### config.mk
export PLATFORM = sky130hd
export DESIGN_NAME = pot_scan_sched_flat
export DESIGN_NICKNAME = d
export VERILOG_FILES = /design/src/rtl/pot_scan_sched_if.sv /design/src/rtl/pot_scan_sched.sv /design/src/flat_wrapper.sv
export SDC_FILE = /design/constraint.sdc
export NUM_CORES = 1
export LEC_CHECK = 0
export ABC_CLOCK_PERIOD_IN_PS = 2700
export BUFFER_PORTS_ARGS = -buffer_cell sky130_fd_sc_hd__buf_2
export CAP_MARGIN = 5
export CORE_UTILIZATION = 42
export DETAILED_ROUTE_END_ITERATION = 10
export GPL_TIMING_DRIVEN = 1
export PLACE_DENSITY = 0.67
export SLEW_MARGIN = 25
export SYNTH_ARGS = -nofsm -noshare
export SYNTH_HDL_FRONTEND = slang
export SYNTH_SLANG_ARGS = --single-unit
### constraint.sdc
create_clock -name clk -period 2.7 [get_ports clk]
set_clock_uncertainty 0.1 [all_clocks]
set_input_delay 0.405 -clock clk [delete_from_list [all_inputs] [get_ports clk]]
set_output_delay 0.405 -clock clk [all_outputs]
set_load 0.005 [all_outputs]
### src/rtl/pot_scan_sched_if.sv
// pot_scan_sched_if
//   Conversion handshake between the pot scan scheduler and the A2D SPI
//   front end.
//   strt_cnv  : one-cycle conversion request (scheduler -> A2D)
//   chnnl     : A2D channel for the current request (scheduler -> A2D)
//   cnv_cmplt : one-cycle conversion-done strobe (A2D -> scheduler)
//   res       : 12-bit result, valid only while cnv_cmplt=1 (A2D -> scheduler)
interface pot_scan_sched_if;
    logic        strt_cnv;
    logic [2:0]  chnnl;
    logic        cnv_cmplt;
    logic [11:0] res;

    modport master (output strt_cnv, output chnnl, input cnv_cmplt, input res);
    modport slave  (input strt_cnv, input chnnl, output cnv_cmplt, output res);
endinterface

### src/rtl/pot_scan_sched.sv
// pot_scan_sched
//   Sequences the Equalizer slide-pot A2D conversions. Six slots are
//   requested round-robin (LP, B1, B2, B3, HP, VOL) and each 12-bit result
//   is latched into its holding register. Scans start every SCAN_PERIOD
//   clocks. A slot whose conversion never completes is abandoned after
//   TIMEOUT clocks and flagged in timeout_err.
// Ports:
//   clk, rst     : clock, synchronous active-high reset
//   enable       : scanning permitted
//   a2d          : strt_cnv/chnnl/cnv_cmplt/res handshake (master side)
//   lp_pot..volume : latched pot values
//   pots_vld     : sticky, set once a scan completes its volume slot
//   scan_done    : one-cycle pulse at the end of each scan
//   timeout_err  : sticky timeout flag, cleared by clr_err (set wins)
//   clr_err      : clears timeout_err
module pot_scan_sched #(
    parameter int SCAN_PERIOD = 4096,
    parameter int TIMEOUT     = 1024
) (
    input  logic                    clk,
    input  logic                    rst,
    input  logic                    enable,
    pot_scan_sched_if.master        a2d,
    output logic [11:0]             lp_pot,
    output logic [11:0]             b1_pot,
    output logic [11:0]             b2_pot,
    output logic [11:0]             b3_pot,
    output logic [11:0]             hp_pot,
    output logic [11:0]             volume,
    output logic                    pots_vld,
    output logic                    scan_done,
    output logic                    timeout_err,
    input  logic                    clr_err
);
    localparam int PW = $clog2(SCAN_PERIOD);
    localparam int TW = $clog2(TIMEOUT);
    localparam logic [PW-1:0] P_LAST = PW'(SCAN_PERIOD - 1);
    localparam logic [TW-1:0] T_LAST = TW'(TIMEOUT - 1);

    typedef enum logic [1:0] {IDLE, START, WAIT, HOLD} state_t;

    state_t        state_q, state_d;
    logic [2:0]    slot_q, slot_d;
    logic [PW-1:0] pcnt_q, pcnt_d;
    logic [TW-1:0] tcnt_q, tcnt_d;
    logic          strt_q, strt_d;
    logic [2:0]    chnnl_q, chnnl_d;
    logic          vld_q, vld_d;
    logic          done_q, done_d;
    logic          err_q, err_d;
    logic [11:0]   pot_q [6];

    logic          cmplt_ev;
    logic          tmo_ev;
    logic          slot_end;

    // Board wiring of the pots onto the A2D mux.
    function automatic logic [2:0] slot_to_ch(input logic [2:0] s);
        case (s)
            3'd0:    return 3'd1;
            3'd1:    return 3'd0;
            3'd2:    return 3'd4;
            3'd3:    return 3'd2;
            3'd4:    return 3'd3;
            default: return 3'd7;
        endcase
    endfunction

    // A completion in the last timeout cycle wins over the timeout.
    assign cmplt_ev = (state_q == WAIT) && a2d.cnv_cmplt;
    assign tmo_ev   = (state_q == WAIT) && !a2d.cnv_cmplt && (tcnt_q == T_LAST);
    assign slot_end = cmplt_ev || tmo_ev;

    // State register
    always_ff @(posedge clk) begin
        if (rst) begin
            state_q <= IDLE;
            slot_q  <= '0;
            pcnt_q  <= '0;
            tcnt_q  <= '0;
            strt_q  <= 1'b0;
            chnnl_q <= '0;
            vld_q   <= 1'b0;
            done_q  <= 1'b0;
            err_q   <= 1'b0;
            for (int i = 0; i < 6; i++) pot_q[i] <= '0;
        end else begin
            state_q <= state_d;
            slot_q  <= slot_d;
            pcnt_q  <= pcnt_d;
            tcnt_q  <= tcnt_d;
            strt_q  <= strt_d;
            chnnl_q <= chnnl_d;
            vld_q   <= vld_d;
            done_q  <= done_d;
            err_q   <= err_d;
            if (cmplt_ev) pot_q[slot_q] <= a2d.res;
        end
    end

    // Next-state logic
    always_comb begin
        state_d = state_q;
        slot_d  = slot_q;
        tcnt_d  = tcnt_q;
        // Period counter runs whenever scanning and saturates so that an
        // overrunning scan restarts straight out of HOLD.
        pcnt_d  = (state_q != IDLE && pcnt_q != P_LAST) ? pcnt_q + 1'b1 : pcnt_q;
        case (state_q)
            IDLE: begin
                if (enable) begin
                    slot_d  = '0;
                    pcnt_d  = '0;
                    state_d = START;
                end
            end
            START: begin
                tcnt_d  = '0;
                state_d = WAIT;
            end
            WAIT: begin
                if (slot_end) begin
                    if (slot_q == 3'd5) begin
                        state_d = HOLD;
                    end else if (!enable) begin
                        state_d = IDLE;
                    end else begin
                        slot_d  = slot_q + 3'd1;
                        state_d = START;
                    end
                end else begin
                    tcnt_d = tcnt_q + 1'b1;
                end
            end
            HOLD: begin
                if (!enable) begin
                    state_d = IDLE;
                end else if (pcnt_q >= P_LAST) begin
                    slot_d  = '0;
                    pcnt_d  = '0;
                    state_d = START;
                end
            end
            default: state_d = IDLE;
        endcase
    end

    // Output logic (registered outputs are computed from the next state)
    always_comb begin
        strt_d  = (state_d == START);
        chnnl_d = (state_d == START) ? slot_to_ch(slot_d) : chnnl_q;
        done_d  = slot_end && (slot_q == 3'd5);
        vld_d   = vld_q || (cmplt_ev && (slot_q == 3'd5));
        if (tmo_ev)       err_d = 1'b1;
        else if (clr_err) err_d = 1'b0;
        else              err_d = err_q;
    end

    assign a2d.strt_cnv = strt_q;
    assign a2d.chnnl    = chnnl_q;
    assign lp_pot       = pot_q[0];
    assign b1_pot       = pot_q[1];
    assign b2_pot       = pot_q[2];
    assign b3_pot       = pot_q[3];
    assign hp_pot       = pot_q[4];
    assign volume       = pot_q[5];
    assign pots_vld     = vld_q;
    assign scan_done    = done_q;
    assign timeout_err  = err_q;
endmodule

### src/flat_wrapper.sv
// flat-port wrapper written by rule: the top's interface ports become plain ports
module pot_scan_sched_flat 
#(
    parameter int SCAN_PERIOD = 4096,
    parameter int TIMEOUT     = 1024
)
  (clk, rst, enable, lp_pot, b1_pot, b2_pot, b3_pot, hp_pot, volume, pots_vld, scan_done, timeout_err, clr_err, a2d_strt_cnv, a2d_chnnl, a2d_cnv_cmplt, a2d_res);
  pot_scan_sched_if a2d_i ();
  input  logic clk;
  input  logic rst;
  input  logic enable;
  output logic [11:0] lp_pot;
  output logic [11:0] b1_pot;
  output logic [11:0] b2_pot;
  output logic [11:0] b3_pot;
  output logic [11:0] hp_pot;
  output logic [11:0] volume;
  output logic pots_vld;
  output logic scan_done;
  output logic timeout_err;
  input  logic clr_err;
  output wire logic [$bits(a2d_i.strt_cnv)-1:0] a2d_strt_cnv;
  output wire logic [$bits(a2d_i.chnnl)-1:0] a2d_chnnl;
  input wire logic [$bits(a2d_i.cnv_cmplt)-1:0] a2d_cnv_cmplt;
  input wire logic [$bits(a2d_i.res)-1:0] a2d_res;
  assign a2d_strt_cnv = a2d_i.strt_cnv;
  assign a2d_chnnl = a2d_i.chnnl;
  assign a2d_i.cnv_cmplt = a2d_cnv_cmplt;
  assign a2d_i.res = a2d_res;
  pot_scan_sched #(.SCAN_PERIOD(SCAN_PERIOD), .TIMEOUT(TIMEOUT)) u_core (.clk(clk), .rst(rst), .enable(enable), .a2d(a2d_i), .lp_pot(lp_pot), .b1_pot(b1_pot), .b2_pot(b2_pot), .b3_pot(b3_pot), .hp_pot(hp_pot), .volume(volume), .pots_vld(pots_vld), .scan_done(scan_done), .timeout_err(timeout_err), .clr_err(clr_err));
endmodule
# Yosys cells after proc, flatten, opt, wreduce, memory -nomap -nowiden
# Memory sizes are Yosys's and may differ from the RTL's.
# Index checks and enable logic that the tools add are counted.
# Widths: inputs -> output; s select.
# op_classes
addsub	3
magnitude_cmp	1
eq_ne	12
mux	32
reduce_logical	16
# ops
cell	count
$mux 12	5
$pmux 12 s2	1
$mux 3	7
$pmux 10 s2	1
$pmux 3 s5	1
$add 12x1->12 const B	1
$ge 12x12->1 const B	1
$ne 12x12->1 const B	1
$reduce_or 12->1	1
$add 10x1->10 const B	1
$eq 10x10->1 const B	1
$mux 10	1
$mux 2	5
$mux 1	9
$pmux 3 s3	1
$pmux 2 s4	1
$eq 3x2->1 const B	2
$eq 3x3->1 const B	2
$logic_and 1x1->1	6
$reduce_bool 2->1	3
$eq 2x1->1 const B	2
$eq 2x2->1 const B	2
$add 3x1->3 const B	1
$eq 3x1->1 const B	1
other kinds (6)	7
# word_totals
reg_bits	34
ram_bits	72
out_inout_bits	79
n_memories	1
# mem_list
name	depth	word_bits	rd	rd_ports_with_merged_regs	write_ports	line_no	source
u_core.pot_q	6	12	6	0	6	pot_scan_sched.sv:51	logic [11:0] pot_q [6];

# Longest topological paths before layout
# Gate-level depths: netlist of run 1.
# logic_depth
word_depth	8
ltp_mapped	10
mapped_depth_nobuf	8

# Worst setup path before layout of run 1
# No wires, ideal clock.
# synth_timing
path_kind	register -> register
startpoint	reg u_core.state_q[0]
endpoint	mem u_core.pot_q[4][0] (enable)
setup_time_ps	383
arrival_time_ps	1928
required_ps	2217
path_slack_ps	289
stages_incl_launch_ff	10
synth_period_minus_slack_ps	2411
cell_sequence	dfxtp_1 inv_1 ha_1 buf_2 clkbuf_1 nand2_1 nor2_1 nand2_1 nand2_1 o21bai_1
# synth_rtl
element	line_no	source
start: declaration	pot_scan_sched.sv:42	state_t state_q, state_d;
start signal: assignment	pot_scan_sched.sv:88	state_q <= state_d;
end: declaration	pot_scan_sched.sv:51	

# Worst setup path after layout of run 1
# layout_timing
startpoint	reg u_core.state_q[0]
endpoint	reg u_core.chnnl_q[2] (netlist: u_core.a2d.chnnl[2])
# layout_between
elab_chain_len	8
elab_cells_between_ends	22
cone_classes	8 x eq/ne; 8 x mux; 6 x reduce/logical
# layout_lines
element	line_no	source
$eq 2x2->1	pot_scan_sched.sv:70, pot_scan_sched.sv:71, pot_scan_sched.sv:109	
$logic_and 1x1->1 (2 in series)	pot_scan_sched.sv:71	assign tmo_ev = (state_q == WAIT) && !a2d.cnv_cmplt && (tcnt_q == T_LAST);
$logic_or 1x1->1	pot_scan_sched.sv:72	assign slot_end = cmplt_ev || tmo_ev;
$mux 3	pot_scan_sched.sv:122	if (slot_end) begin
$pmux 3 s3	pot_scan_sched.sv:109	case (state_q)
$eq 3x3->1, or another cell as far along	pot_scan_sched.sv:59	case (s)
$pmux 3 s5	pot_scan_sched.sv:59	
end signal: assignment	pot_scan_sched.sv:93	chnnl_q <= chnnl_d;
end: declaration	pot_scan_sched.sv:47	logic [2:0] chnnl_q, chnnl_d;
# Several ways; a longest one is shown, not always the timed one.
# A chain may end at the register's enable or synchronous reset.

==> impl_summary.log, run 1 <==
INFO  metric run_status = finished, final reports clean
INFO  metric grt.total_usage = between 10% and 20%
INFO  metric timing.final.crit_period = ~2.4 ns
INFO  metric final_cell_count_no_fill = between 600 and 700
INFO  metric fillCellCount = 950
INFO  metric final-max-slew-violation-count = 0
INFO  metric clock_tree.root_cell = clkbuf_8
INFO  metric largest_stage_delay_worst_path = 0.42 ns
INFO  metric portBuffers = 95
INFO  metric cts.clk_slew.worst_paths = around 0.1 ns
INFO  metric antenna_left = 0
INFO  metric placed_cells = 631
INFO  metric row_count = 37
INFO  metric ys_top_cells_by_area = edfxtp_1 48%, dfxtp_1 15%, nor2_1 8.1%
INFO  metric route.detailed.wl_per_inst = approximately 15 um
INFO  metric total_power = roughly 3.5 mW
INFO  metric die_w = 105 um
INFO  metric setup_viol = 0
INFO  metric drt_pass1_iterations = 7
INFO  metric finalHoldViolCount = 0
INFO  metric initialDrtViolationCount = 224
INFO  metric slew_headroom = 58.2%
INFO  metric net_count_reported_at_finish = 532
INFO  metric io-pin-count = 96
INFO  metric number_of_global_route_vias_before_repair = 3032
INFO  metric number_of_buffers_created_by_cts = 9
INFO  metric dpl.hpwl = roughly 7000 um
INFO  metric cap_viol_max_count = 0
INFO  metric timing.critical_path.cells = inv_1 > ha_1 > nand2b_1 > a31oi_1 > a211oi_2 > o221a_2 > mux2_2 > a211oi_1
INFO  metric multi_input_area = about 1500 sq um
INFO  metric final.period_utilization = approximately nine tenths
INFO  metric mappedNetlistNets = about 430
INFO  metric synth.cells.most_frequent = 96 x nor2_1, 72 x edfxtp_1, 34 x dfxtp_1, 34 x nand2_1, 22 x inv_1
INFO  metric clock_tree.buffer_depth = 2
INFO  metric synth_cells = between 400 and 500
INFO  metric crit_required = between 2 and 3 ns
INFO  metric rsz0062_at_grt = false
INFO  metric yosys.cell_count.top_type = nor2_1
INFO  metric gp_routability_congestion = between 0.8 and 0.9
INFO  metric routed-via-count = roughly 3200
INFO  metric timing.critical_path.arrival = between 2 and 3 ns
INFO  metric hp-class = in -> reg
INFO  metric timing.critical_path.slowest_stage_cell = dfxtp_1
INFO  metric yosys_most_used_dff = edfxtp_1
INFO  metric synthDominantCellAreaShare = between 40 and 50%
INFO  metric clkLatencyLatePin = roughly 0.36 ns
INFO  metric area_growth_syn_to_layout = 19.4%
INFO  metric final_core_utilization = between 50% and 60%
INFO  metric grt_antenna_before_repair = 0
INFO  metric fmax = a little over 400 MHz
INFO  metric synthesis.area_per_instance = between 10 and 15 sq um
INFO  metric n_antenna_cell = 0
INFO  metric globalRoute.totalOverflow = 0
INFO  metric post_cts_hold_buffer_count = 0
INFO  metric path_max_fanout = 10
INFO  metric top_cell_type_by_total_area_after_synthesis = edfxtp_1
INFO  metric fin_setup_tns = 0 ns
INFO  metric seq_area_frac_synth = between 60% and 70%
INFO  metric timing.critical_path.from_type = register
INFO  metric grt_start_max_net_pins = 21
INFO  metric worstSetupPathType = reg -> reg
INFO  metric clock_sinks = ~110
INFO  metric drt-total-wl = between 9000 and 10000 um
INFO  metric postCtsResizedCells = 0
INFO  metric detail_route.vias_per_cell = 5.02
INFO  metric synth.cell_area = ~4500 sq um
INFO  metric synthArstFlopShare = 0%
INFO  metric tritoncts = yes
INFO  metric yosys_warnings = 0
INFO  metric fp.dieArea = 11000 sq um
INFO  metric ir_drop = a little over 0.3 mV
INFO  metric power.density_cell_area = ~650 nW/um^2
INFO  metric chipHeight = ~110 um
INFO  metric synth_enable_flop_cells = between 70 and 80
INFO  metric drc = 0
INFO  metric seq_area = 2840 sq um
INFO  metric static-leakage-power = between 2 and 2.5 nW
INFO  metric initial_util = 43.3%
INFO  metric synth_cell_type_count = 53
INFO  metric post_cts.repair.setup_buffers = 0
INFO  metric cts-htree-levels = 3
INFO  metric drive_gt1_share = roughly 27%
INFO  metric timing_worst_slew_pin_value = 0.623 ns
INFO  metric ys_seq_elements = about 110
INFO  metric worst_setup_path_end_kind = register
INFO  metric grt_first_pass_wirelength = between 15000 and 20000 um
INFO  metric core = about 10000 sq um
-- power by group --
part           internal (mW)  total [mW]  switching (mW)  leakage (nW)
Combinational          0.250       0.657           0.407          1.09
Sequential              1.84        1.90          0.0586          1.02
Clock                  0.376       0.920           0.544        0.0925
Total                   2.47        3.48            1.01          2.20
-- final cells by class --
class,count,share of cell area [%]
Clock inverter,5,0.845
Clock buffer,11,2.65
Sequential cell,106,53.3
Timing Repair Buffer,109,10.9
Multi-Input combinational cell,258,27.6
Tap cell,136,3.19
Inverter,22,1.55
-- critical path: cells and delay by family (launching register included) --
family | cells | cell delay [ns]
compound gates | 4 | 0.86
mux | 1 | 0.34
buf+inv | 1 | 0.09
simple gates | 1 | 0.22
fa+ha+maj | 1 | 0.33
flops | 1 | 0.42
-- per-stage QoR --
| step | hold WS (ns) | setup slack [ns] | cell area [sq um] |
|---|---|---|---|
| after global routing | 0.273 | 0.0458 | 5330 |
| after floorplan | 0.361 | 0.289 | 4470 |
| after CTS | 0.221 | 0.279 | 5330 |
| after global placement | 0.369 | 0.365 | 5140 |
| final | 0.238 | 0.264 | 5330 |
| after detailed placement | 0.367 | 0.284 | 5140 |
-- cells in the final DEF (no fill, tap or decap), drive strengths merged, types with 6 or more instances in the layout --
cell type and instances:
nor2 96, edfxtp 72, ha 9, clkbuf 11, xor2 8, inv 25, buf 109, nand4 9
dfxtp 34, nand2b 6, nand2 35, nand3 11, nor3 8, a21oi 14
-- sequential cells by signal, summed over array words and instances, names as in the netlist --
signal               count
u_core.timeout_err       1
u_core.pcnt_q           12
u_core.pot_q            72
u_core.scan_done         1
u_core.pots_vld          1
u_core.state_q           2
u_core.slot_q            3
u_core.a2d.chnnl         3
u_core.a2d.strt_cnv      1
u_core.tcnt_q           10
-- cell families (layout without fill, tap and decap cells) --
family	after synthesis	in the layout	synth area share (%)
adders and majority gates	9	9	2.52
DFF	106	106	63.7
xor gates and xnor gates	13	13	2.55
buffers and inverters	39	147	3.45
muxes	3	3	0.700
AOI/OAI and AO/OA	47	47	8.13
and+or+nand+nor	186	186	19.0
-- path summary, 6_finish.rpt --
kind / cells after the start / from / to / slack [ns]
setup / recovery: 8 / u_core.state_q[0]$_SDFF_PP0_ / u_core.a2d.chnnl[2]$_SDFFE_PP0P_ / 0.26
hold / removal: 4 / clr_err / u_core.timeout_err$_SDFFE_PP0P_ / 0.24
setup reg to reg: 8 / u_core.state_q[0]$_SDFF_PP0_ / u_core.a2d.chnnl[2]$_SDFFE_PP0P_ / 0.26
hold reg to reg: 2 / u_core.pots_vld$_SDFF_PP0_ / u_core.pots_vld$_SDFF_PP0_ / 0.40
-- routing by layer --
metal	GRT usage, %	up-vias	routed length (um)
li1	-	1602	-
met1	23.8	1520	4290
met2	29.6	118	4590
met3	4.43	9	576
met4	5.43	0	121
met5	0	-	0
(Power assumes the default switching activity.)
==> inputs of run 2 (changes only) <==
Settings changed: ABC_CLOCK_PERIOD_IN_PS 2700 to 2800.
Clock period 2.7 ns to 2.8 ns, I/O delays scaled along.
==> run 2 against run 1 <==
Net effect:
- fmax down 4.9%
- combinational power down 2%
- clock power fell by 2%
- sequential share of layout area increased by 0.14 points
- first-iteration DRC count down 16%
- global-route usage is 0.13 points lower
- largest power group unchanged
- critical endpoint unchanged
- core utilization fell by 0.13 points
- cell count down 0.31%
- via count rose by 1.4%
- flip-flop and latch count stayed put
- worst hold slack improved by 0.0011 ns
==> impl_summary.log, run 2 (synthesized netlist as in run 1, its figures left out) <==
INFO  metric initial_util = 43.3%
INFO  metric net_count_reported_at_finish = 530
INFO  metric timing.final.crit_period = roughly 2.6 ns
INFO  metric final.period_utilization = between 90% and 100%
INFO  metric antenna_left = 0
INFO  metric worst_hold_slack = approximately 0.24 ns
INFO  metric largest-register = u_core.pot_q
INFO  metric clock_tree.buffer_depth = 2
INFO  metric slew_headroom = approximately 58%
INFO  metric number_of_global_route_vias_before_repair = 3043
INFO  metric fmax = approximately 390 MHz
INFO  metric drive_gt1_share = between 20% and 30%
INFO  metric globalRoute.totalOverflow = 0
INFO  metric clock_tree.root_cell = clkbuf_8
INFO  metric crit_required = between 2 and 3 ns
INFO  metric path_max_fanout = 10
INFO  metric core = 10300 sq um
INFO  metric cp_num_cells = 8
INFO  metric clock_sinks = 106
INFO  metric post_cts.repair.setup_buffers = 0
INFO  metric route.detailed.wl_per_inst = ~15 um
INFO  metric dpl.hpwl = about 6900 um
INFO  metric fp.dieArea = approximately 11000 sq um
INFO  metric number_of_buffers_created_by_cts = 9
INFO  metric tritoncts = yes
INFO  metric ir_drop = approximately 0.35 mV
INFO  metric r2r.worst_path.cells = 8
INFO  metric grt_first_pass_wirelength = 15300 um
INFO  metric die_w = roughly 110 um
INFO  metric gp_routability_congestion = ~0.83
INFO  metric post_cts_hold_buffer_count = 0
INFO  metric timing_worst_slew_pin_value = 0.634 ns
INFO  metric worstSetupPathType = reg -> reg
INFO  metric timing.critical_path.arrival = approximately 2.7 ns
INFO  metric fillCellCount = a little over 900
INFO  metric worst_setup_path_startpoint = u_core.state_q[0]$_SDFF_PP0_
INFO  metric largest_register_ffs = 72
INFO  metric finalHoldViolCount = 0
INFO  metric cts-htree-levels = 3
INFO  metric drt_pass1_iterations = 4
INFO  metric detail_route.vias_per_cell = 5.11
INFO  metric grt.total_usage = roughly 18%
INFO  metric worst_hold_path.num_cells = 4
INFO  metric hp-class = in -> reg
INFO  metric rsz0062_at_grt = false
INFO  metric routed-via-count = approximately 3300
INFO  metric postCtsResizedCells = 0
INFO  metric io-pin-count = between 90 and 100
INFO  metric grt_start_max_net_pins = 25
INFO  metric cts.clk_slew.worst_paths = 0.10 ns
INFO  metric holdCritStartpoint = clr_err
INFO  metric timing.critical_path.buf_inv = 1
INFO  metric run_status = finished, final reports clean
INFO  metric biggestRegsByFlops = u_core.pot_q x72, u_core.pcnt_q x12, u_core.tcnt_q x10
INFO  metric power.density_cell_area = 637 nW/um^2
INFO  metric reg2reg_from = u_core.state_q[0]$_SDFF_PP0_
INFO  metric timing.critical_path.cells = inv_1 > ha_1 > nand2b_1 > a31oi_1 > a211oi_2 > o221a_2 > mux2_2 > a211oi_1
INFO  metric clkLatencyLatePin = around 0.37 ns
INFO  metric initialDrtViolationCount = ~190
INFO  metric timing.critical_path.from_type = register
INFO  metric drt-total-wl = between 9000 and 10000 um
INFO  metric most-common-layout-cells = 96 x nor2_1, 95 x buf_2, 72 x edfxtp_1
INFO  metric grt_antenna_before_repair = 0
INFO  metric chipHeight = ~110 um
INFO  metric portBuffers = 95
INFO  metric static-leakage-power = roughly 2.2 nW
INFO  metric setup_viol = 0
INFO  metric timing.critical_path.slowest_stage_cell = dfxtp_1
INFO  metric cpLargestDelayFamily = compound AO/OA/AOI/OAI gates
INFO  metric worst_setup_path_end_kind = register
INFO  metric final-max-slew-violation-count = 0
INFO  metric fin_setup_tns = 0 ns
INFO  metric largest_stage_delay_worst_path = between 0.4 and 0.5 ns
INFO  metric row_count = 37
INFO  metric layout_commonest_cell = nor2_1
INFO  metric n_antenna_cell = 0
INFO  metric cap_viol_max_count = 0
INFO  metric area_growth_syn_to_layout = 19.1%
INFO  metric drc = 0
-- run 2: cell type report --
| class | count | area [sq um] | area share, % |
|---|---|---|---|
| clock inverter | 7 | 63.8 | 1.20 |
| multi-input combinational | 258 | 1470 | 27.6 |
| clock buffer | 9 | 124 | 2.33 |
| timing repair buffer | 107 | 566 | 10.6 |
| sequential | 106 | 2840 | 53.5 |
| inverter | 22 | 82.6 | 1.55 |
| tap | 136 | 170 | 3.20 |
-- run 2: tightest hold or removal path, stage by stage --
cell and delay (ns):
buf_2 0.09, inv_1 0.04, a21oi_1 0.05, nor2_1 0.07
-- run 2: metal layers --
| layer | share of wire (%) | vias up | global-route usage (%) |
|---|---|---|---|
| li1 | - | 1602 | - |
| met1 | 44 | 1552 | 23.4 |
| met2 | 48 | 127 | 29.8 |
| met3 | 6.1 | 15 | 3.93 |
| met4 | 1.5 | 0 | 5.84 |
| met5 | 0 | - | 0 |
-- run 2: worst paths after layout --
check             slack (ns)                                to
setup / recovery        0.24  u_core.a2d.chnnl[2]$_SDFFE_PP0P_
hold / removal          0.24   u_core.timeout_err$_SDFFE_PP0P_
setup reg to reg        0.24  u_core.a2d.chnnl[2]$_SDFFE_PP0P_
hold reg to reg         0.40   u_core.timeout_err$_SDFFE_PP0P_
-- run 2: per-stage QoR --
| stage | total power [mW] | area (sq um) | utilization (%) | cells | setup WS (ns) |
|---|---|---|---|---|---|
| CTS | 3.41 | 5320 | 51.5 | 645 | 0.251 |
| detailed placement | 2.51 | 5130 | 49.7 | 629 | 0.233 |
| finish | 3.39 | 5320 | 51.5 | 645 | 0.238 |
| global placement | 2.48 | 5130 | 49.7 | 629 | 0.347 |
| global route | 3.54 | 5320 | 51.5 | 645 | 0.0477 |
| floorplan | 2.27 | 4470 | - | 403 | 0.389 |
-- run 2: report_power, final --
part	switching [mW]	internal, mW	total (mW)	leakage [nW]
Combinational	0.405	0.239	0.644	1.08
Sequential	0.0582	1.78	1.84	1.02
Clock	0.557	0.349	0.906	0.0980
==> inputs of run 3 (changes only) <==
Settings changed: ABC_AREA set to 1, PLACE_DENSITY 0.67 to unset, PLACE_DENSITY_LB_ADDON set to 0.08.
==> run 3 against run 2 <==
Net effect:
- core utilization is 0.11 points higher
- non-clock buffer count is 4 lower
- cell count is 6.0% higher
- worst hold slack worse by 0.011 ns
- largest cell class unchanged
- synthesized cell count is 8.7% higher
- highest routed layer unchanged
- flip-flop and latch count stayed put
==> impl_summary.log, run 3 <==
INFO  metric drc = 0
INFO  metric postLayoutSetupSlackWorst = ~0.4 ns
INFO  metric reg2reg_from = u_core.state_q[0]$_SDFF_PP0_
INFO  metric worst_setup_path_startpoint = u_core.state_q[0]$_SDFF_PP0_
INFO  metric crit_required = 2.71 ns
INFO  metric worst_hold_path.num_cells = 3
INFO  metric synthesis.area_per_instance = between 10 and 15 sq um
INFO  metric ys_seq_elements = around 110
INFO  metric post_cts_hold_buffer_count = 0
INFO  metric dpl.hpwl = 7130 um
INFO  metric ys_top_cells_by_area = edfxtp_1 48%, dfxtp_1 15%, nor2_1 8.2%
INFO  metric grt.total_usage = between 10% and 20%
INFO  metric fmax = between 400 and 500 MHz
INFO  metric holdCritStartpoint = clr_err
INFO  metric largest-register = u_core.pot_q
INFO  metric yosys.cell_count.top_type = nor2_1
INFO  metric final.period_utilization = 86.1%
INFO  metric post_cts.repair.setup_buffers = 0
INFO  metric fin_setup_tns = 0 ns
INFO  metric top_cell_type_by_total_area_after_synthesis = edfxtp_1
INFO  metric antenna_left = 0
INFO  metric portBuffers = between 90 and 100
INFO  metric drive_gt1_share = between 20 and 30%
INFO  metric ir_drop = approximately 0.31 mV
INFO  metric layout_commonest_cell = nor2_1
INFO  metric routed-via-count = between 3000 and 4000
INFO  metric synth.cell_area = approximately 4500 sq um
INFO  metric rsz0062_at_grt = false
INFO  metric number_of_buffers_created_by_cts = 9
INFO  metric gp_routability_congestion = about 0.86
INFO  metric seq_area_frac_synth = a little under two thirds
INFO  metric synth_cell_type_count = 36
INFO  metric synth_cells = 438
INFO  metric biggestRegsByFlops = u_core.pot_q x72, u_core.pcnt_q x12, u_core.tcnt_q x10
INFO  metric number_of_global_route_vias_before_repair = slightly above 3000
INFO  metric clock_tree.buffer_depth = 2
INFO  metric timing.critical_path.arrival = approximately 2.3 ns
INFO  metric hp-class = in -> reg
INFO  metric crit-reg2reg-capture = u_core.pot_q[4][5]$_SDFFCE_PN0P_
INFO  metric yosys_most_used_dff = edfxtp_1
INFO  metric io-pin-count = 96
INFO  metric detailedPlace.worstSlack = around 0.42 ns
INFO  metric area_growth_syn_to_layout = 18.9%
INFO  metric timing.final.crit_period = around 2.4 ns
INFO  metric slew_headroom = a little under two thirds
INFO  metric setup_viol = 0
INFO  metric timing_worst_slew_pin_value = around 0.54 ns
INFO  metric final_cell_count_no_fill = around 680
INFO  metric worst_setup_path_end_kind = register
INFO  metric postCtsResizedCells = 0
INFO  metric grt_start_max_net_pins = 18
INFO  metric clock_tree.root_cell = clkbuf_8
INFO  metric final-max-slew-violation-count = 0
INFO  metric net_count_reported_at_finish = about 570
INFO  metric power.density_cell_area = between 600 and 700 nW/um^2
INFO  metric synthDominantCellAreaShare = around 48%
INFO  metric capture_endpoint_of_the_worst_hold_path = u_core.timeout_err$_SDFFE_PP0P_
INFO  metric run_status = finished, final reports clean
INFO  metric initial_util = about 43%
INFO  metric r2r.worst_path.cells = 8
INFO  metric finalHoldViolCount = 0
INFO  metric row_count = 37
INFO  metric timing.critical_path.from_type = register
INFO  metric detail_route.vias_per_cell = 4.67
INFO  metric grt_first_pass_wirelength = around 15000 um
INFO  metric placed_cells = 668
INFO  metric synth_enable_flop_cells = a little over 70
INFO  metric initialDrtViolationCount = ~130
INFO  metric cap_viol_max_count = 0
INFO  metric mappedNetlistNets = around 460
INFO  metric worst_hold_slack = 0.228 ns
INFO  metric largest_register_ffs = just over 70
INFO  metric drt_pass1_iterations = 4
INFO  metric die_w = between 100 and 150 um
INFO  metric drt-total-wl = 9560 um
INFO  metric route.detailed.wl_per_inst = between 10 and 15 um
INFO  metric tritoncts = yes
INFO  metric synthArstFlopShare = 0%
INFO  metric worstSetupPathType = reg -> reg
INFO  metric final_core_utilization = 51.6%
INFO  metric most-common-layout-cells = 98 x nor2_1, 95 x buf_2, 81 x nand2_1
INFO  metric yosys_warnings = 0
INFO  metric path_max_fanout = 14
INFO  metric n_antenna_cell = 0
INFO  metric fp.dieArea = around 11000 sq um
INFO  metric static-leakage-power = 2.30 nW
INFO  metric grt_antenna_before_repair = 0
INFO  metric cts-htree-levels = 3
INFO  metric chipHeight = about 110 um
INFO  metric synth.cells.most_frequent = 98 x nor2_1, 81 x nand2_1, 72 x edfxtp_1
INFO  metric worst-r2r-setup-slack = 0.39 ns
INFO  metric globalRoute.totalOverflow = 0
INFO  metric clkLatencyLatePin = 0.36 ns
INFO  metric core = just over 10000 sq um
INFO  metric cts.clk_slew.worst_paths = ~0.1 ns
INFO  metric clock_sinks = ~110
run 3: cell families (layout without fill, tap and decap cells):
family	after synthesis	count (layout)	share of synthesized area (%)
and+or+nand+nor	230	230	23.6
DFF	106	106	63.4
buffers and inverters	54	164	4.94
AOI/OAI and AO/OA	30	30	3.74
adders and majority gates	9	9	2.51
xor gates and xnor gates	9	9	1.76
run 3: where the power goes:
group          total (mW)  leakage (nW)  switching [mW]  internal [mW]
Combinational       0.560          1.19           0.371          0.189
Clock               0.921        0.0905           0.511          0.410
Sequential           1.78          1.02          0.0404           1.74
run 3: cell type report:
cell class,count,area (sq um)
Sequential cell,106,2840
Timing Repair Buffer,103,536
Clock buffer,9,124
Clock inverter,7,70.1
Inverter,45,169
Multi-Input combinational cell,278,1420
Fill cell,959,4990
Tap cell,136,170
run 3: worst max-delay path, cell delays in order, from the launching register on:
cell and delay, ns:
dfxtp_1 0.36, inv_1 0.11, ha_1 0.39, nand2_2 0.15
nor2_1 0.17, buf_4 0.21, o21ai_0 0.12, nand3_1 0.11
nand2_1 0.31
run 3: worst max-delay path by stage:
stage / endpoint / slack, ns / cells past startpoint
2_1_floorplan: u_core.pot_q[1][0]$_SDFFCE_PN0P_ / 0.58 / 10
3_3_place_gp: u_core.pot_q[4][5]$_SDFFCE_PN0P_ / 0.51 / 8
3_5_place_dp: u_core.pot_q[4][4]$_SDFFCE_PN0P_ / 0.42 / 8
6_report: u_core.pot_q[4][5]$_SDFFCE_PN0P_ / 0.39 / 8
5_1_grt: u_core.pot_q[4][9]$_SDFFCE_PN0P_ / 0.17 / 8
4_1_cts: u_core.pot_q[4][5]$_SDFFCE_PN0P_ / 0.39 / 8
run 3: per-stage QoR:
step	cell area [sq um]	power, mW
6_report	5330	3.26
5_1_grt	5330	3.44
4_1_cts	5330	3.29
3_5_place_dp	5130	2.38
3_3_place_gp	5130	2.38
2_1_floorplan	4480	2.22
run 3: layer usage:
metal  vias to the layer above  part of all wire [%]  routed length, um  track usage (%)
li1                       1635                     -                  -                -
met1                      1455                    46               4380             23.2
met2                        91                    48               4540             29.9
met3                        11                   5.1                488             2.97
met4                         0                   1.5                144             7.55
met5                         -                     0                  0                0
